### config.mk
export PLATFORM = sky130hd
export DESIGN_NAME = periph_bus_arbiter_flat
export DESIGN_NICKNAME = d
export VERILOG_FILES = /design/src/rtl/periph_bus_arbiter_if.sv /design/src/rtl/periph_bus_arbiter.sv /design/src/flat_wrapper.sv
export SDC_FILE = /design/constraint.sdc
export NUM_CORES = 1
export LEC_CHECK = 0
export ABC_AREA = 1
export BUFFER_PORTS_ARGS = -buffer_cell sky130_fd_sc_hd__buf_4
export CAP_MARGIN = 20
export CORE_AREA = 2 2 163 165
export CTS_BUF_LIST = sky130_fd_sc_hd__clkbuf_8
export DETAILED_ROUTE_END_ITERATION = 10
export DIE_AREA = 0 0 165 167
export PLACE_DENSITY = 0.46
export SETUP_SLACK_MARGIN = 0.05
export SLEW_MARGIN = 20
export SYNTH_ARGS = -nofsm -noshare
export SYNTH_HDL_FRONTEND = slang
export SYNTH_SLANG_ARGS = --single-unit
### constraint.sdc
create_clock -name clk -period 1.7 [get_ports clk]
set_input_delay 0.085 -clock clk [delete_from_list [all_inputs] [get_ports clk]]
set_output_delay 0.085 -clock clk [all_outputs]
set_load 0.02 [all_outputs]
### src/rtl/periph_bus_arbiter_if.sv
// Two-master / one-slave peripheral bus bundle.
// master: arbiter side (drives the slave bus); slave: environment side.
interface periph_bus_arbiter_if;
  logic [1:0][31:0] m_awaddr;
  logic [1:0]       m_awvalid;
  logic [1:0]       m_awready;
  logic [1:0][31:0] m_wdata;
  logic [1:0]       m_wvalid;
  logic [1:0]       m_wready;
  logic [1:0]       m_bvalid;
  logic [1:0]       m_bready;
  logic [1:0][31:0] m_araddr;
  logic [1:0]       m_arvalid;
  logic [1:0]       m_arready;
  logic [1:0][31:0] m_rdata;
  logic [1:0]       m_rvalid;
  logic [1:0]       m_rready;

  logic [31:0] s_awaddr;
  logic        s_awvalid;
  logic        s_awready;
  logic [31:0] s_wdata;
  logic        s_wvalid;
  logic        s_wready;
  logic        s_bvalid;
  logic        s_bready;
  logic [31:0] s_araddr;
  logic        s_arvalid;
  logic        s_arready;
  logic [31:0] s_rdata;
  logic        s_rvalid;
  logic        s_rready;

  modport master (
    input  m_awaddr, m_awvalid, m_wdata, m_wvalid,
    input  m_bready, m_araddr, m_arvalid, m_rready,
    output m_awready, m_wready, m_bvalid,
    output m_arready, m_rdata, m_rvalid,
    output s_awaddr, s_awvalid, s_wdata, s_wvalid,
    output s_bready, s_araddr, s_arvalid, s_rready,
    input  s_awready, s_wready, s_bvalid,
    input  s_arready, s_rdata, s_rvalid
  );

  modport slave (
    output m_awaddr, m_awvalid, m_wdata, m_wvalid,
    output m_bready, m_araddr, m_arvalid, m_rready,
    input  m_awready, m_wready, m_bvalid,
    input  m_arready, m_rdata, m_rvalid,
    input  s_awaddr, s_awvalid, s_wdata, s_wvalid,
    input  s_bready, s_araddr, s_arvalid, s_rready,
    output s_awready, s_wready, s_bvalid,
    output s_arready, s_rdata, s_rvalid
  );
endinterface

### src/rtl/periph_bus_arbiter.sv
// Round-robin arbiter of two masters onto one peripheral bus.
// Define PERIPH_BUS_ARBITER_TIMEOUT_EN for forced completion.
module periph_bus_arbiter #(
  parameter int TIMEOUT_CYCLES = 256,
  parameter int RR_INIT        = 0
) (
  input  logic                        clk,
  input  logic                        rst,
  periph_bus_arbiter_if.master        bus,
  output logic [1:0]                  grant,
  output logic                        timeout
);

  typedef enum logic [2:0] {
    IDLE, WR_ADDR, WR_RESP, RD_ADDR, RD_DATA
  } state_t;

  localparam logic [31:0] TO_DATA = 32'hDEAD_BEEF;
  localparam logic        RR_LAST = (RR_INIT % 2) == 0;

  state_t      state;
  state_t      state_nxt;
  logic        g;
  logic        last;
  logic        win;
  logic        win_wr;
  logic        any_req;
  logic        done;
  logic        forced;
  logic        aw_pend;
  logic        w_pend;
  logic [1:0]  wr_req;
  logic [1:0]  req;
  logic [31:0] addr_q;
  logic [31:0] data_q;

  assign wr_req  = bus.m_awvalid & bus.m_wvalid;
  assign req     = wr_req | bus.m_arvalid;
  assign any_req = |req;
  assign win     = (req == 2'b11) ? ~last : req[1];
  assign win_wr  = wr_req[win];
  assign done    = (state != IDLE) && (state_nxt == IDLE);

  always_ff @(posedge clk) begin
    if (rst) state <= IDLE;
    else     state <= state_nxt;
  end

  always_comb begin
    state_nxt = state;
    unique case (state)
      IDLE: begin
        if (any_req) state_nxt = win_wr ? WR_ADDR : RD_ADDR;
      end
      WR_ADDR: begin
        if (forced) begin
          if (bus.m_bready[g]) state_nxt = IDLE;
        end else if ((!aw_pend || bus.s_awready) &&
                     (!w_pend || bus.s_wready)) begin
          state_nxt = WR_RESP;
        end
      end
      WR_RESP: begin
        if (bus.m_bready[g] && (forced || bus.s_bvalid))
          state_nxt = IDLE;
      end
      RD_ADDR: begin
        if (forced) begin
          if (bus.m_rready[g]) state_nxt = IDLE;
        end else if (bus.s_arready) begin
          state_nxt = RD_DATA;
        end
      end
      RD_DATA: begin
        if (bus.m_rready[g] && (forced || bus.s_rvalid))
          state_nxt = IDLE;
      end
      default: state_nxt = IDLE;
    endcase
  end

  // Latch the winner's request on its grant cycle
  always_ff @(posedge clk) begin
    if (rst) begin
      g       <= 1'b0;
      last    <= RR_LAST;
      addr_q  <= '0;
      data_q  <= '0;
      aw_pend <= 1'b0;
      w_pend  <= 1'b0;
    end else begin
      if (state == IDLE && any_req) begin
        g       <= win;
        addr_q  <= win_wr ? bus.m_awaddr[win]
                          : bus.m_araddr[win];
        data_q  <= win_wr ? bus.m_wdata[win] : '0;
        aw_pend <= win_wr;
        w_pend  <= win_wr;
      end
      if (state == WR_ADDR) begin
        if (bus.s_awready) aw_pend <= 1'b0;
        if (bus.s_wready)  w_pend  <= 1'b0;
      end
      if (done) last <= g;
    end
  end

`ifdef PERIPH_BUS_ARBITER_TIMEOUT_EN
  logic [15:0] to_cnt;

  always_ff @(posedge clk) begin
    if (rst || state == IDLE || done) begin
      to_cnt <= '0;
      forced <= 1'b0;
    end else if (!forced) begin
      to_cnt <= to_cnt + 16'd1;
      forced <= to_cnt == 16'(TIMEOUT_CYCLES - 1);
    end
  end
`else
  assign forced = 1'b0;
`endif

  always_comb begin
    bus.m_awready = '0;
    bus.m_wready  = '0;
    bus.m_arready = '0;
    bus.m_bvalid  = '0;
    bus.m_rvalid  = '0;
    bus.m_rdata   = '0;
    bus.s_awvalid = 1'b0;
    bus.s_wvalid  = 1'b0;
    bus.s_bready  = 1'b0;
    bus.s_arvalid = 1'b0;
    bus.s_rready  = 1'b0;
    bus.s_awaddr  = addr_q;
    bus.s_araddr  = addr_q;
    bus.s_wdata   = data_q;
    grant         = '0;
    timeout       = forced && done;
    if (state != IDLE) grant[g] = 1'b1;
    unique case (state)
      IDLE: begin
        if (any_req && win_wr) begin
          bus.m_awready[win] = 1'b1;
          bus.m_wready[win]  = 1'b1;
        end else if (any_req) begin
          bus.m_arready[win] = 1'b1;
        end
      end
      WR_ADDR, WR_RESP: begin
        if (forced) begin
          bus.m_bvalid[g] = 1'b1;
        end else if (state == WR_ADDR) begin
          bus.s_awvalid = aw_pend;
          bus.s_wvalid  = w_pend;
        end else begin
          bus.s_bready    = bus.m_bready[g];
          bus.m_bvalid[g] = bus.s_bvalid;
        end
      end
      RD_ADDR, RD_DATA: begin
        if (forced) begin
          bus.m_rvalid[g] = 1'b1;
          bus.m_rdata[g]  = TO_DATA;
        end else if (state == RD_ADDR) begin
          bus.s_arvalid = 1'b1;
        end else begin
          bus.m_rvalid[g] = bus.s_rvalid;
          bus.m_rdata[g]  = bus.s_rdata;
          bus.s_rready    = bus.m_rready[g];
        end
      end
      default: ;
    endcase
  end

endmodule

### src/flat_wrapper.sv
// flat-port wrapper written by rule: the top's interface ports become plain ports
module periph_bus_arbiter_flat 
#(
  parameter int TIMEOUT_CYCLES = 256,
  parameter int RR_INIT        = 0
)
  (clk, rst, grant, timeout, bus_m_awaddr, bus_m_awvalid, bus_m_wdata, bus_m_wvalid, bus_m_bready, bus_m_araddr, bus_m_arvalid, bus_m_rready, bus_m_awready, bus_m_wready, bus_m_bvalid, bus_m_arready, bus_m_rdata, bus_m_rvalid, bus_s_awaddr, bus_s_awvalid, bus_s_wdata, bus_s_wvalid, bus_s_bready, bus_s_araddr, bus_s_arvalid, bus_s_rready, bus_s_awready, bus_s_wready, bus_s_bvalid, bus_s_arready, bus_s_rdata, bus_s_rvalid);
  periph_bus_arbiter_if bus_i ();
  input  logic clk;
  input  logic rst;
  output logic [1:0] grant;
  output logic timeout;
  input wire logic [$bits(bus_i.m_awaddr)-1:0] bus_m_awaddr;
  input wire logic [$bits(bus_i.m_awvalid)-1:0] bus_m_awvalid;
  input wire logic [$bits(bus_i.m_wdata)-1:0] bus_m_wdata;
  input wire logic [$bits(bus_i.m_wvalid)-1:0] bus_m_wvalid;
  input wire logic [$bits(bus_i.m_bready)-1:0] bus_m_bready;
  input wire logic [$bits(bus_i.m_araddr)-1:0] bus_m_araddr;
  input wire logic [$bits(bus_i.m_arvalid)-1:0] bus_m_arvalid;
  input wire logic [$bits(bus_i.m_rready)-1:0] bus_m_rready;
  output wire logic [$bits(bus_i.m_awready)-1:0] bus_m_awready;
  output wire logic [$bits(bus_i.m_wready)-1:0] bus_m_wready;
  output wire logic [$bits(bus_i.m_bvalid)-1:0] bus_m_bvalid;
  output wire logic [$bits(bus_i.m_arready)-1:0] bus_m_arready;
  output wire logic [$bits(bus_i.m_rdata)-1:0] bus_m_rdata;
  output wire logic [$bits(bus_i.m_rvalid)-1:0] bus_m_rvalid;
  output wire logic [$bits(bus_i.s_awaddr)-1:0] bus_s_awaddr;
  output wire logic [$bits(bus_i.s_awvalid)-1:0] bus_s_awvalid;
  output wire logic [$bits(bus_i.s_wdata)-1:0] bus_s_wdata;
  output wire logic [$bits(bus_i.s_wvalid)-1:0] bus_s_wvalid;
  output wire logic [$bits(bus_i.s_bready)-1:0] bus_s_bready;
  output wire logic [$bits(bus_i.s_araddr)-1:0] bus_s_araddr;
  output wire logic [$bits(bus_i.s_arvalid)-1:0] bus_s_arvalid;
  output wire logic [$bits(bus_i.s_rready)-1:0] bus_s_rready;
  input wire logic [$bits(bus_i.s_awready)-1:0] bus_s_awready;
  input wire logic [$bits(bus_i.s_wready)-1:0] bus_s_wready;
  input wire logic [$bits(bus_i.s_bvalid)-1:0] bus_s_bvalid;
  input wire logic [$bits(bus_i.s_arready)-1:0] bus_s_arready;
  input wire logic [$bits(bus_i.s_rdata)-1:0] bus_s_rdata;
  input wire logic [$bits(bus_i.s_rvalid)-1:0] bus_s_rvalid;
  assign bus_i.m_awaddr = bus_m_awaddr;
  assign bus_i.m_awvalid = bus_m_awvalid;
  assign bus_i.m_wdata = bus_m_wdata;
  assign bus_i.m_wvalid = bus_m_wvalid;
  assign bus_i.m_bready = bus_m_bready;
  assign bus_i.m_araddr = bus_m_araddr;
  assign bus_i.m_arvalid = bus_m_arvalid;
  assign bus_i.m_rready = bus_m_rready;
  assign bus_m_awready = bus_i.m_awready;
  assign bus_m_wready = bus_i.m_wready;
  assign bus_m_bvalid = bus_i.m_bvalid;
  assign bus_m_arready = bus_i.m_arready;
  assign bus_m_rdata = bus_i.m_rdata;
  assign bus_m_rvalid = bus_i.m_rvalid;
  assign bus_s_awaddr = bus_i.s_awaddr;
  assign bus_s_awvalid = bus_i.s_awvalid;
  assign bus_s_wdata = bus_i.s_wdata;
  assign bus_s_wvalid = bus_i.s_wvalid;
  assign bus_s_bready = bus_i.s_bready;
  assign bus_s_araddr = bus_i.s_araddr;
  assign bus_s_arvalid = bus_i.s_arvalid;
  assign bus_s_rready = bus_i.s_rready;
  assign bus_i.s_awready = bus_s_awready;
  assign bus_i.s_wready = bus_s_wready;
  assign bus_i.s_bvalid = bus_s_bvalid;
  assign bus_i.s_arready = bus_s_arready;
  assign bus_i.s_rdata = bus_s_rdata;
  assign bus_i.s_rvalid = bus_s_rvalid;
  periph_bus_arbiter #(.TIMEOUT_CYCLES(TIMEOUT_CYCLES), .RR_INIT(RR_INIT)) u_core (.clk(clk), .rst(rst), .bus(bus_i), .grant(grant), .timeout(timeout));
endmodule
# Word-level counts from Yosys, hierarchy flattened

Index checks and enable logic that the tools add are counted.
W data, S select, Z words.

Flip-flop bits (word level): 71
Latch bits: 0
RAM bits: 0
Memory bits (read-only): 0
Logic and storage cells: 96
Memories: 0

Add/subtract/negate cells: 0
Multiply operators: 0
Divide/modulo/power cells: 0
$lt $le $gt $ge: 4
Equality and inequality tests: 5
Shift operators: 0
Multiplexer cells: 56
Bitwise logic cells: 6
Reduce and logical (&&, ||, !) cells: 18

Operator list:

| cell                 | number |
|---|---|
| $mux W32             | 9 |
| $mux W64             | 2 |
| $and A64 B64 Y64     | 1 |
| $demux W32 S1        | 1 |
| $mux W1              | 25 |
| $mux W2              | 11 |
| $mux W3              | 5 |
| $pmux W3 S5          | 1 |
| $logic_and A1 B1 Y1  | 8 |
| $and A2 B2 Y2        | 3 |
| $eq A3 B2 Y1 const B | 2 |
| $logic_not A3 Y1     | 2 |
| $reduce_or A2 Y1     | 3 |
| $lt A1 B2 Y1 const B | 2 |
| $eq A3 B1 Y1 const B | 1 |
| $eq A3 B3 Y1 const B | 1 |
| $reduce_bool A3 Y1   | 1 |
| $demux W1 S1         | 2 |
| $eq A2 B2 Y1 const B | 1 |
| $ge A1 B1 Y1 const B | 2 |
| $logic_not A1 Y1     | 2 |
| $logic_or A1 B1 Y1   | 2 |
| $or A2 B2 Y2         | 1 |
| $not A1 Y1           | 1 |

# Longest topological paths before layout

Gate-level depths: netlist (run 1).

Word-level depth: 11
Depth in mapped cells: 12
Depth with buffers taken out: 11

# Least setup slack after synthesis (run 1)

No wires, ideal clock.

Kind: register -> register
Start point: register u_core.state[2]
End point: register u_core.last
Arrival time: 1456 ps
Slack: 114 ps
Cell stages (with the launch flop): 7
Buffers on the path: 0
Clock period less this slack: 1586 ps
Cells stage by stage: dfxtp_1 > nor3_1 > nand2_1 > nand3_1 > nor2_1 > nand3_1 > nand3_1

Word-level cells in the longest chain between the ends: 4

RTL lines:

| item                                 | RTL line                  | source |
|---|---|---|
| start, declared                      | periph_bus_arbiter.sv:21  | `state_t state;` |
| start signal, assigned               | periph_bus_arbiter.sv:46  | `else state <= state_nxt;` |
| $eq A3 B3 Y1 (tied with other cells) | periph_bus_arbiter.sv:51  | `unique case (state)` |
| $pmux W3 S5                          | periph_bus_arbiter.sv:51  |  |
| $logic_not A3 Y1                     | periph_bus_arbiter.sv:42  | `assign done = (state != IDLE) && (state_nxt == IDLE);` |
| $logic_and A1 B1 Y1 *                | periph_bus_arbiter.sv:42  |  |
| end signal, assigned                 | periph_bus_arbiter.sv:104 | `if (done) last <= g;` |
| end, declared                        | periph_bus_arbiter.sv:24  | `logic last;` |

Mark *: on every way between the ends. The rest lies on a longest branch, timed or not.
A chain may end at the register's enable or synchronous reset.

# Final worst setup path (run 1)

Start point: register u_core.state[1]
End point: output port bus_m_rdata[14]

Word-level cells in the longest chain between the ends: 3

RTL lines:

| item                                                | RTL line                                             | source |
|---|---|---|
| $eq A3 B2 Y1 / $eq A3 B3 Y1 (equally long branches) | periph_bus_arbiter.sv:142, periph_bus_arbiter.sv:166 |  |
| $mux W64 / $reduce_or A2 Y1 (equally long branches) | periph_bus_arbiter.sv:166, periph_bus_arbiter.sv:142 |  |
| $mux W64 *                                          | periph_bus_arbiter.sv:142                            | `unique case (state)` |
| end, declared                                       | flat_wrapper.sv:25                                   | `output wire logic [$bits(bus_i.m_rdata)-1:0] bus_m_rdata;` |

Marked as above.

==> results of run 1 <==
worst max-delay path, delay by kind of cell (launching register included):
| family | cells | cell delay, ns |
|---|---|---|
| buffers and inverters | 3 | 0.41 |
| flip-flops | 1 | 0.33 |
| AND/OR/NAND/NOR | 4 | 0.46 |
per-layer routing:
| layer | global-route usage, % | routed length (microns) | vias to the layer above |
|---|---|---|---|
| li1 | - | - | 3463 |
| met1 | 17.1 | 8820 | 3018 |
| met2 | 31.2 | 12900 | 267 |
| met3 | 3.89 | 1750 | 27 |
| met4 | 4.01 | 503 | 0 |
| met5 | 0 | 0 | - |
worst paths after layout:
kind	from	end	slack, ns	depth (start not counted)
hold reg to reg	u_core.bus.s_wdata[28]$_SDFFE_PP0P_	u_core.bus.s_wdata[28]$_SDFFE_PP0P_	0.46	2
hold / removal	bus_m_wdata[33]	u_core.bus.s_wdata[1]$_SDFFE_PP0P_	0.06	5
setup / recovery	u_core.state[1]$_SDFF_PP0_	bus_m_rdata[14]	0.06	7
setup reg to reg	u_core.state[1]$_SDFF_PP0_	u_core.bus.s_wdata[12]$_SDFFE_PP0P_	0.08	10
flip-flops by register name (all words and copies together) (netlist names):
register             cells
u_core.last              1
u_core.bus.s_wdata      32
u_core.bus.s_araddr     32
u_core.aw_pend           1
u_core.state             3
u_core.g                 1
u_core.w_pend            1
area by class of cell:
cell class,instances,area [sq um],share of cell area [%]
Clock buffer,10,138,1.48
Clock inverter,6,85.1,0.918
Inverter,89,335,3.62
Multi-Input combinational cell,679,3070,33.1
Sequential cell,71,1430,15.4
Tap cell,335,419,4.52
Timing Repair Buffer,452,3790,40.9
stage by stage:
stage               setup TNS (ns)  std cells  util, %  setup WS [ns]  instance area (sq um)
global placement                 0       1610     32.2          0.156                   8300
detailed placement               0       1610     32.2          0.114                   8300
floorplan                        0        924        -          0.114                   4990
global route                -0.256       1642     36.0        -0.0357                   9270
finish                           0       1642     36.0         0.0562                   9270
CTS                              0       1637     33.7         0.0272                   8690
report_power, final:
| group | switching (W) | internal, W |
|---|---|---|
| combinational | 0.00265 | 0.00200 |
| clock | 0.000702 | 0.000861 |
| sequential | 0.000243 | 0.00195 |
timing repair:
item	CTS	global route
hold buffers	3	0
pin swaps	5	14
endpoints found under the hold margin	3	0
buffers inserted	7	1
cloned	1	4
resized for setup	19	138
setup endpoints to repair	73	141
cell usage in the layout (no fill, tap or decap), drive strengths merged:
cell	synthesis	layout
conb	1	1
nor3	6	6
dlygate4sd3	0	3
a21oi	35	35
inv	88	88
buf	67	446
bufbuf	0	1
a31oi	1	1
o21ai	4	4
nand3	41	41
clkbuf	18	12
bufinv	0	2
clkinv	1	4
nand3b	1	1
o22ai	1	1
and2	1	1
clkinvlp	0	1
nor2	78	78
nand2	509	509
and3	1	1
dfxtp	71	71
cell families after synthesis:
family	Yosys count	synth area share, %
flops	71	28.5
other cells	1	0.0752
compound gates	41	4.39
simple gates	637	49.8
buf+inv	174	17.3
==> results.json, run 1 <==
{
  "power_leakage_nw": 5.32,
  "portBuffers": 417,
  "run_status": "finished clean",
  "max-cap-violations": 0,
  "start_kind": "flop",
  "synth-seq-area-share_pct": 28.5,
  "route.detailed.wl_per_inst_microns": 14.6,
  "path_class": "flop to output pin",
  "timing.fmax_mhz": 608,
  "tritoncts_num_sinks": 71,
  "final.hold.worst_slack_ns": 0.0638,
  "timing.critical_path.slowest_stage_cell": "dfxtp_2",
  "die_width_microns": 165,
  "design.core.area_sq_um": 25800,
  "syn-mean-instance-area_sq_um": 5.40,
  "required_ns": 1.62,
  "hpwl_microns": 18200,
  "die-height_microns": 167,
  "num-nets-final": 1543,
  "route.vias.total": 6775,
  "vdd_ir_drop_max_mv": 0.603,
  "ant_nets": 0,
  "synth.net_count": 1165,
  "tritoncts": "built",
  "worstPathMaxFanout": 33,
  "clockBufferDepth": 2,
  "grt_overflow_total": 0,
  "synth_seq_cells": 71,
  "setup_viol": 0,
  "fp-row-count": 59,
  "initialDrtViolationCount": 192,
  "start_util_pct": 19.4,
  "yosys_warnings": 0,
  "synth_area_sq_um": 4990,
  "drtPass1Iterations": 4,
  "cts_root_buf": "clkbuf_8",
  "drive_above_1_share_pct": 42.8,
  "postSynth.asyncResetShare_pct": 0,
  "synth_top_cell_by_area": "nand2_1",
  "drt_wl_total_microns": 24000,
  "finalMaxSlewViolations": 0,
  "hold_class": "input port to flop",
  "synth.lib_cells_used.distinct": 24,
  "clock-skew-final_ns": 0.0107,
  "cp_data_arrival_time_ns": 1.56,
  "grt_max_degree": 65,
  "power_per_cell_area_nw_per_um2": 907,
  "clock_latency_ns": 0.36,
  "period_needed_ns": 1.64,
  "number_of_enable_flip_flop_cells_after_synthesis": 0,
  "worst_setup_hold_path_clk_slew_ns": 0.08,
  "cts_made_buffers": 9,
  "diodes": 0,
  "synthFlopType": "dfxtp_1",
  "place_congestion": 0.785,
  "cts-htree-levels": 3,
  "timing_hold_violations_final": 0,
  "synth_top_cells_by_area": "nand2_1 38%, dfxtp_1 29%, inv_1 6.5%",
  "routed_via_density": 4.13,
  "num_io_pins": 419,
  "floorplan.die_area_sq_um": 27600,
  "synth.top_cells.by_count": "506 x nand2_1, 86 x inv_1, 76 x nor2_1, 71 x dfxtp_1, 41 x nand3_1",
  "drc_errors": 0,
  "grt_setup_unrepaired": "yes",
  "fillers": 2794,
  "yosysMostFrequentCell": "nand2_1",
  "netlist.area_leader.share_pct": 38.1,
  "antenna_violations_before_repair": 0,
  "groute.usage.overall_pct": 16.1,
  "netlist_instances": 924,
  "min_period_over_period_pct": 96.7,
  "vias_in_the_first_global_route": 6387,
  "crit_path_cell_trace": "inv_2, nand2_4, nor2_4, nand2_2, buf_12, nor2_1, buf_4",
  "slowest_delay_ns": 0.33,
  "grt_pass1_wl_microns": 33900,
  "power_w": 0.00841,
  "area.growth.synth_to_final_pct": 85.9,
  "worst_setup_path_end_kind": "output pin"
}
(Power assumes the default switching activity.)
==> inputs of run 2 (changes only) <==
--- a/config.mk
+++ b/config.mk
@@ -5,14 +5,13 @@
 export SDC_FILE = /design/constraint.sdc
 export NUM_CORES = 1
 export LEC_CHECK = 0
-export ABC_AREA = 1
 export BUFFER_PORTS_ARGS = -buffer_cell sky130_fd_sc_hd__buf_4
 export CAP_MARGIN = 20
-export CORE_AREA = 2 2 163 165
+export CORE_AREA = 2 2 162 164
 export CTS_BUF_LIST = sky130_fd_sc_hd__clkbuf_8
 export DETAILED_ROUTE_END_ITERATION = 10
-export DIE_AREA = 0 0 165 167
-export PLACE_DENSITY = 0.46
+export DIE_AREA = 0 0 164 166
+export PLACE_DENSITY = 0.45
 export SETUP_SLACK_MARGIN = 0.05
 export SLEW_MARGIN = 20
 export SYNTH_ARGS = -nofsm -noshare
==> run 2 against run 1 <==
Net effect: the run now ends with negative setup slack left; synthesized cell count decreased by 45%; power decreased by 4.2%; final area increased by 7.5%; routed wire length increased by 1.9%; final cell count decreased by 20%; combinational power decreased by 6.7%; sequential share of layout area decreased by 1.0 points; count of clock-buffer cells in the layout decreased by 1; fmax decreased by 7.2%; die area decreased by 1.2%; register-to-register slack got worse by 0.12 ns; critical path depth increased by 1.
==> results.json, run 2 <==
{
  "required_ns": 1.62,
  "start_kind": "flop",
  "violated_checks": "negative setup slack",
  "max-cap-violations": 0,
  "route.vias.total": 5763,
  "crit_family": "buffers and inverters",
  "clock_latency_ns": 0.37,
  "postSynth.asyncResetShare_pct": 0,
  "crit_path_cell_trace": "buf_6, nor2_4, nand2_2, nor2_4, buf_6, clkbuf_16, and2_1, buf_6",
  "clock-skew-final_ns": 0.0139,
  "cp_data_arrival_time_ns": 1.69,
  "synth_top_cell_by_area": "dfxtp_1",
  "fp-row-count": 59,
  "die_width_microns": 164,
  "drt_wl_total_microns": 24400,
  "grt_setup_unrepaired": "yes",
  "portBuffers": 417,
  "hold_class": "input port to flop",
  "synth_seq_cells": 71,
  "period_needed_ns": 1.77,
  "syn-mean-instance-area_sq_um": 8.86,
  "dpl-instance-area_sq_um": 7970,
  "cts-htree-levels": 3,
  "tritoncts": "built",
  "drc_errors": 0,
  "final.hold.worst_slack_ns": 0.0256,
  "synth_area_sq_um": 4540,
  "timing_hold_violations_final": 0,
  "yosys_warnings": 0,
  "timing.final.ws_setup_ns": -0.0708,
  "grt_overflow_total": 0,
  "setup_viol": 75,
  "area.growth.synth_to_final_pct": 120,
  "vdd_ir_drop_max_mv": 0.342,
  "power.clock.fraction_pct": 19.9,
  "tritoncts_num_sinks": 71,
  "final_cell_utilization_of_the_core_pct": 38.9,
  "cts_made_buffers": 9,
  "run_status": "finished, violations left",
  "routed_via_density": 4.40,
  "power_per_cell_area_nw_per_um2": 808,
  "tightest_slew_ns": 0.518,
  "power_leakage_nw": 4.52,
  "netlist_instances": 512,
  "timing.critical_path.mode_cell": "buf_6",
  "vias_in_the_first_global_route": 5639,
  "num-nets-final": 1211,
  "finish.instance_area_sq_um": 9970,
  "drtPass1Iterations": 6,
  "final_cell_mix": "369 x buf_4, 80 x buf_6, 66 x dfxtp_1",
  "synth.lib_cells_used.distinct": 42,
  "place_congestion": 0.787,
  "design.core.area_sq_um": 25600,
  "number_of_enable_flip_flop_cells_after_synthesis": 0,
  "num_io_pins": 419,
  "worst_setup_hold_path_clk_slew_ns": 0.09,
  "groute.usage.overall_pct": 15.7,
  "synth-seq-area-share_pct": 31.3,
  "hpwl_microns": 16400,
  "path_class": "flop to output pin",
  "ant_nets": 0,
  "antenna_violations_before_repair": 0,
  "critical_path_buf_inv_count": 4,
  "start_util_pct": 17.7,
  "finalMaxSlewViolations": 0,
  "initialDrtViolationCount": 328,
  "synth_top_cells_by_area": "dfxtp_1 31%, mux2_2 15%, and2_1 9.2%",
  "die-height_microns": 166,
  "cts_root_buf": "clkbuf_8",
  "power_switching_w": 0.00308,
  "clockBufferDepth": 2,
  "timing.fmax_mhz": 565,
  "worst_setup_path_end_kind": "output pin",
  "power_w": 0.00806,
  "final_common_cell": "buf_4",
  "max-slew-margin-rel_pct": 65.5,
  "yosysMostFrequentCell": "dfxtp_1",
  "diodes": 0,
  "worstPathMaxFanout": 8,
  "power_frac_comb_pct": 53.8,
  "slowest_delay_ns": 0.34,
  "fillers": 2668,
  "floorplan.die_area_sq_um": 27200,
  "synthFlopType": "dfxtp_1",
  "min_period_over_period_pct": 104,
  "power.sequential.fraction_pct": 26.3,
  "route.detailed.wl_per_inst_microns": 18.6,
  "drive_above_1_share_pct": 69.6,
  "grt_pass1_wl_microns": 33100,
  "internal-power_w": 0.00498,
  "netlist.area_leader.share_pct": 31.3,
  "grt_max_degree": 41,
  "synth.net_count": 753,
  "timing.critical_path.slowest_stage_cell": "dfxtp_2",
  "switching_share_pct": 38.2,
  "synth.top_cells.by_count": "71 x dfxtp_1, 67 x and2_1, 60 x mux2_2, 46 x nor2_1, 43 x buf_4"
}
==> run 2: cell count changes after synthesis, moves of 7 or more <==
cell      delta
buf_1        -7
a22oi_2     +10
nand2_1    -470
a22oi_1     +22
inv_1       -81
nor2_1      -30
mux2_2      +60
nand3_1     -41
and2_1      +66
a222oi_1    +32
==> run 2: through the flow <==
step	setup WS [ns]	setup TNS (ns)	instances
2_1_floorplan	0.0601	0	512
3_3_place_gp	0.00470	0	1210
3_5_place_dp	-0.000702	-0.000702	1210
4_1_cts	-0.0843	-4.18	1283
5_1_grt	-0.174	-11.82	1310
6_report	-0.0708	-2.72	1310
==> run 2: area by class of cell <==
cell class              instances  area [sq um]  area share, %
multi-input cells             357          3000           30.1
inverters                       5          18.8          0.188
repair buffers                526          4880           49.0
flip-flops and latches         71          1430           14.4
clock inverters                 7          96.3          0.966
well taps                     335           419           4.20
clock buffers                   9           124           1.24
==> run 2: repair_timing <==
item | 4_1_cts | 5_1_grt
buffers inserted | 11 | 12
hold buffers | 41 | 0
cloned | 5 | 15
pin swaps | 9 | 66
resized for setup | 89 | 116
setup endpoints to repair | 96 | 144
hold endpoints to repair | 24 | 0
==> run 2: path summary, 6_finish.rpt <==
check | slack [ns] | from | end | cells past startpoint
worst max-delay path | -0.07 | u_core.state[0]$_SDFF_PP0_ | bus_m_rdata[21] | 8
worst min-delay path | 0.03 | bus_m_awaddr[38] | u_core.bus.s_araddr[6]$_SDFFE_PP0P_ | 3
worst max register to register | -0.04 | u_core.state[1]$_SDFF_PP0_ | u_core.bus.s_wdata[0]$_SDFFE_PP0P_ | 7
worst min register to register | 0.52 | u_core.bus.s_wdata[27]$_SDFFE_PP0P_ | u_core.bus.s_wdata[27]$_SDFFE_PP0P_ | 2
==> run 2: logic make-up after synthesis <==
kind of cell | Yosys count | synth area share [%]
AOI/OAI and AO/OA | 117 | 20.9
and+or+nand+nor | 171 | 19.4
muxes | 68 | 16.8
other | 1 | 0.0827
DFF | 71 | 31.3
buffers and inverters | 84 | 11.6
==> run 2: tightest hold or removal path: cells and delay by family <==
| kind | cells | cell delay, ns |
|---|---|---|
| buffers and inverters | 1 | 0.08 |
| AO/OA/AOI/OAI | 2 | 0.19 |
==> run 2: metal layers <==
layer	up-vias	global-route usage, %	wire length, microns	share of wire, %
met5	-	0	0	0
met4	0	3.81	335	1.4
met3	21	4.00	1880	7.7
met2	273	28.3	12800	53
met1	2714	18.5	9380	38
li1	2755	-	-	-
==> run 2: power by group through the flow <==
stage / Sequential [W] / Clock [W] / Combinational (W)
floorplan: 0.00235 / 0 / 0.00171
global placement: 0.00214 / 0 / 0.00342
detailed placement: 0.00214 / 0 / 0.00343
CTS: 0.00211 / 0.00169 / 0.00372
global route: 0.00215 / 0.00174 / 0.00462
finish: 0.00212 / 0.00160 / 0.00434
